## src/rtl/half_subtractor_if.sv

```systemverilog
// Signal bundle for the half subtractor: operands and control in, combinational
// and registered results out.
interface half_subtractor_if #(
    parameter int WIDTH = 1,
    parameter int CNT_W = 8
);
    logic [WIDTH-1:0] a;
    logic [WIDTH-1:0] b;
    logic             in_valid;
    logic             cnt_clr;
    logic [WIDTH-1:0] difference;
    logic [WIDTH-1:0] borrow;
    logic [WIDTH-1:0] difference_q;
    logic [WIDTH-1:0] borrow_q;
    logic             out_valid;
    logic [CNT_W-1:0] borrow_count;

    modport master (
        output a, b, in_valid, cnt_clr,
        input  difference, borrow, difference_q, borrow_q, out_valid, borrow_count
    );

    modport slave (
        input  a, b, in_valid, cnt_clr,
        output difference, borrow, difference_q, borrow_q, out_valid, borrow_count
    );
endinterface

```

## src/rtl/half_subtractor.sv

```systemverilog
// Per-lane half subtractor with a combinational result, a one-cycle registered
// copy qualified by out_valid, and a saturating count of samples that borrowed.
module half_subtractor #(
    parameter int WIDTH = 1,
    parameter int CNT_W = 8
) (
    input logic              clk,
    input logic              rst,
    half_subtractor_if.slave bus
);

    function automatic logic [CNT_W-1:0] sat_inc(input logic [CNT_W-1:0] v);
        return (&v) ? v : v + CNT_W'(1);
    endfunction

    logic [WIDTH-1:0] difference_p0;
    logic [WIDTH-1:0] borrow_p0;
    logic             vld_p0;
    logic [WIDTH-1:0] difference_p1;
    logic [WIDTH-1:0] borrow_p1;
    logic             vld_p1;
    logic [CNT_W-1:0] count_p1;

    // Stage p0: combinational result, independent of clk/rst/in_valid
    always_comb begin
        difference_p0 = bus.a ^ bus.b;
        borrow_p0     = ~bus.a & bus.b;
        vld_p0        = bus.in_valid;
    end

    assign bus.difference = difference_p0;
    assign bus.borrow     = borrow_p0;

    // Stage p1: registered copy; q outputs hold when no sample is accepted
    always_ff @(posedge clk or posedge rst) begin
        if (rst) begin
            difference_p1 <= '0;
            borrow_p1     <= '0;
            vld_p1        <= 1'b0;
        end else begin
            vld_p1 <= vld_p0;
            if (vld_p0) begin
                difference_p1 <= difference_p0;
                borrow_p1     <= borrow_p0;
            end
        end
    end

    // Clear wins over a simultaneous borrow increment
    always_ff @(posedge clk or posedge rst) begin
        if (rst) begin
            count_p1 <= '0;
        end else if (bus.cnt_clr) begin
            count_p1 <= '0;
        end else if (vld_p0 && (|borrow_p0)) begin
            count_p1 <= sat_inc(count_p1);
        end
    end

    assign bus.difference_q = difference_p1;
    assign bus.borrow_q     = borrow_p1;
    assign bus.out_valid    = vld_p1;
    assign bus.borrow_count = count_p1;

endmodule

```

## src/flat_wrapper.sv

```systemverilog
// flat-port wrapper written by rule: the top's interface ports become plain ports
module half_subtractor_flat 
#(
    parameter int WIDTH = 1,
    parameter int CNT_W = 8
)
  (clk, rst, bus_a, bus_b, bus_in_valid, bus_cnt_clr, bus_difference, bus_borrow, bus_difference_q, bus_borrow_q, bus_out_valid, bus_borrow_count);
  half_subtractor_if #(.WIDTH(WIDTH), .CNT_W(CNT_W)) bus_i ();
  input logic clk;
  input logic rst;
  input wire logic [$bits(bus_i.a)-1:0] bus_a;
  input wire logic [$bits(bus_i.b)-1:0] bus_b;
  input wire logic [$bits(bus_i.in_valid)-1:0] bus_in_valid;
  input wire logic [$bits(bus_i.cnt_clr)-1:0] bus_cnt_clr;
  output wire logic [$bits(bus_i.difference)-1:0] bus_difference;
  output wire logic [$bits(bus_i.borrow)-1:0] bus_borrow;
  output wire logic [$bits(bus_i.difference_q)-1:0] bus_difference_q;
  output wire logic [$bits(bus_i.borrow_q)-1:0] bus_borrow_q;
  output wire logic [$bits(bus_i.out_valid)-1:0] bus_out_valid;
  output wire logic [$bits(bus_i.borrow_count)-1:0] bus_borrow_count;
  assign bus_i.a = bus_a;
  assign bus_i.b = bus_b;
  assign bus_i.in_valid = bus_in_valid;
  assign bus_i.cnt_clr = bus_cnt_clr;
  assign bus_difference = bus_i.difference;
  assign bus_borrow = bus_i.borrow;
  assign bus_difference_q = bus_i.difference_q;
  assign bus_borrow_q = bus_i.borrow_q;
  assign bus_out_valid = bus_i.out_valid;
  assign bus_borrow_count = bus_i.borrow_count;
  half_subtractor #(.WIDTH(WIDTH), .CNT_W(CNT_W)) u_core (.clk(clk), .rst(rst), .bus(bus_i));
endmodule
```

## config.mk

```make
export PLATFORM = sky130hd
export DESIGN_NAME = half_subtractor_flat
export DESIGN_NICKNAME = d
export VERILOG_FILES = /design/src/rtl/half_subtractor_if.sv /design/src/rtl/half_subtractor.sv /design/src/flat_wrapper.sv
export SDC_FILE = /design/constraint.sdc
export NUM_CORES = 1
export LEC_CHECK = 0
export ABC_AREA = 1
export CAP_MARGIN = 20
export CORE_MARGIN = 10
export CORE_UTILIZATION = 45
export CTS_BUF_LIST = sky130_fd_sc_hd__clkbuf_16
export DETAILED_ROUTE_END_ITERATION = 10
export PLACE_DENSITY = 0.81
export SETUP_SLACK_MARGIN = 0.2
export SYNTH_ARGS = -nofsm -noshare
export SYNTH_HDL_FRONTEND = slang
export SYNTH_SLANG_ARGS = --single-unit
```

## constraint.sdc

```tcl
create_clock -name clk -period 1.5 [get_ports clk]
set_input_delay 0.3 -clock clk [delete_from_list [all_inputs] [get_ports clk]]
set_output_delay 0.3 -clock clk [all_outputs]
set_load 0.1 [all_outputs]
```

==> metrics <==
GP Congestion 0.760; critical path, cell by cell buf_4, buf_12; Leakage roughly 0.00057 uW; fmax around 0.74 GHz; main combinational cell family by area after synthesis simple AND/OR/NAND/NOR gates; switching power 297 uW; total die area 0.00341 mm^2; largest net degree at the start of global routing 13; CTS tree built; Slew @ Worst Pin around 0.43 ns; clk root buf clkbuf_16; Worst Clk Skew about 0.0047 ns; final setup vio count 0; TNS Setup 0 ns; Clock Power Share 0.467; IO Port Bufs 18; R2R depth 8; 1st-iter DRT viols 26; Core Area 0.00135 mm^2; Distinct cells, synth 18; FF+latch count, synth 11; maximum clock insertion buffer count 2; share of cells above drive strength 1 0.440; DRC 0; routed wire length 2440 um; vias in the first global route ~800; fin nets 125; final slew viol count 0; total CTS buffers 3; Slowest cell on crit path dfrtp_4; FP Rows 13; Hold/Removal Path Class in -> async; Max Cap Viol 0; Net Sw Frac 0.286; P_int between 700 and 800 uW; Synth Area per Inst 7.62 um^2; Worst Path Arrival 1.05 ns; Fin. Hold Viols 0; post-synthesis cell area ~660 um^2; share of total power in combinational logic 0.226; PD cells 868 mW/mm^2; dpl hpwl 1480 um; Initial Util 0.491; CP startpoint kind flop; commonest non-fill, non-tap cells in the layout nand2_1, nand3_1, buf_12, inv_1; first-pass GRT wire length 3660 um; syn_nets 95; top cells by area, synth dfrtp_1, nand2_1, nand3_1; htree depth 1; Synth Area in Compound Gates 0.0226; wire per inst 18.6 um; post-route ant nets 0; initial antenna violation count 0; dpl ws -0.174 ns; CP Class reg -> out; Seq pwr share 0.307; Antenna diodes 0; commonest non-fill, non-tap cell in the layout nand2_1; fin util 0.886; Cells after Synth just under 90; post-synthesis mux area share 0; status finished clean; Tot GR Track Use 0.143; CP peak stage delay 0.50 ns; Avg Vias per Cell 5.60; drt pass-1 iters 4; Die W 58.4 um; final setup margin 0.149 ns; # fillers 54; crit share post-route 0.901; crit path capture type output pin; post-route minimum period 1.35 ns; die height 58.4 um; smallest hold slack slightly above 0.4 ns; post-synth top area share 0.415; hold buffers post-CTS 0; Max VDD drop 0.726 mV; CTS Sinks 11; max_slew headroom 0.715; register area share after synthesis 0.415; Adder-Cell Fraction of Synth Area 0.0377; Worst Path Required 1.20 ns; DR vias 734; Non-Filler Instances 131; Ys Warns 0; global route overflow 0; Yosys top cell by area dfrtp_1; synthesis-to-layout area growth 80.4%; simple-gate portion of the synthesized area 0.421; xor and xnor area share after synthesis 0.0132; peak fanout along the critical path 4; IO Pins 19; RSZ-0062 raised after global routing true; clk_lat worst skew 0.24 ns; Worst-path clk slew 0.04 ns; dpl cells 120
## power groups by stage
stage               combinational, uW  sequential [uW]  clock [uW]
detailed placement                218              324           0
global placement                  214              323           0
finish                            234              319         486
global route                      244              319         506
floorplan                        71.3              381           0
CTS                               226              319         493
## synth_stat cells
cell type,instances
nand3b_1,1
nand2_2,2
inv_4,1
nor2_1,7
nand3_1,15
nor3_1,1
xnor2_1,1
nand2_1,23
nor2_2,2
nand2_4,1
o21ai_0,1
a21oi_1,2
dfrtp_1,11
nand2_8,1
ha_1,2
nor2_4,2
buf_2,1
inv_1,13
## final timing paths
check / start / endpoint / slack [ns]
setup reg to reg: u_core.bus.borrow_count[1] / u_core.bus.borrow_count[4] / 0.15
hold reg to reg: u_core.bus.borrow_q / u_core.bus.borrow_q / 0.57
min in group clk: bus_b / u_core.bus.borrow_q / 0.50
hold / removal: rst / u_core.bus.borrow_q / 0.40
setup / recovery: u_core.bus.borrow_count[0] / bus_borrow_count[0] / 0.15
max in group asynchronous: rst / u_core.bus.borrow_count[0] / 0.76
## logic make-up after synthesis
family,count (synthesis)
simple gates,55
buf+inv,15
flops,11
compound gates,3
fa+ha+maj,2
xor+xnor,1
## state kept, by name (all words and copies together), names as in the netlist
register,flops
u_core.bus.difference_q,1
u_core.bus.out_valid,1
u_core.bus.borrow_q,1
u_core.bus.borrow_count,8
## worst max-delay path, delay by kind of cell, from the launching register on
kind,cells,cell delay (ns)
buf+inv,2,0.30
flops,1,0.50
## layout make-up
cell class,instances,area (um^2),share of cell area
Clock buffer,3,75.1,0.0628
Clock inverter,1,3.75,0.00314
Inverter,14,61.3,0.0513
Multi-Input combinational cell,62,392,0.327
Sequential cell,11,293,0.245
Tap cell,15,18.8,0.0157
Timing Repair Buffer,25,353,0.295
## per-layer routing
| layer | track usage | vias to the layer above | share of wire |
|---|---|---|---|
| li1 | - | 328 | - |
| met1 | 0.122 | 348 | 0.34 |
| met2 | 0.238 | 41 | 0.51 |
| met3 | 0.0730 | 17 | 0.088 |
| met4 | 0.131 | 0 | 0.065 |
| met5 | 0 | - | 0 |
## per-stage QoR
step	power (uW)	cell area (um^2)
6_report	1040	1200
5_1_grt	1070	1200
4_1_cts	1040	1150
3_5_place_dp	542	1050
3_3_place_gp	537	1050
2_1_floorplan	453	714
## what timing repair did
action                     4_1_cts  5_1_grt
gates cloned                     0        1
hold endpoints to repair         0        0
resized for setup                9        5
pin swaps                        1        6
setup endpoints to repair       10        8
setup buffers                    4        2
(Power assumes the default switching activity.)
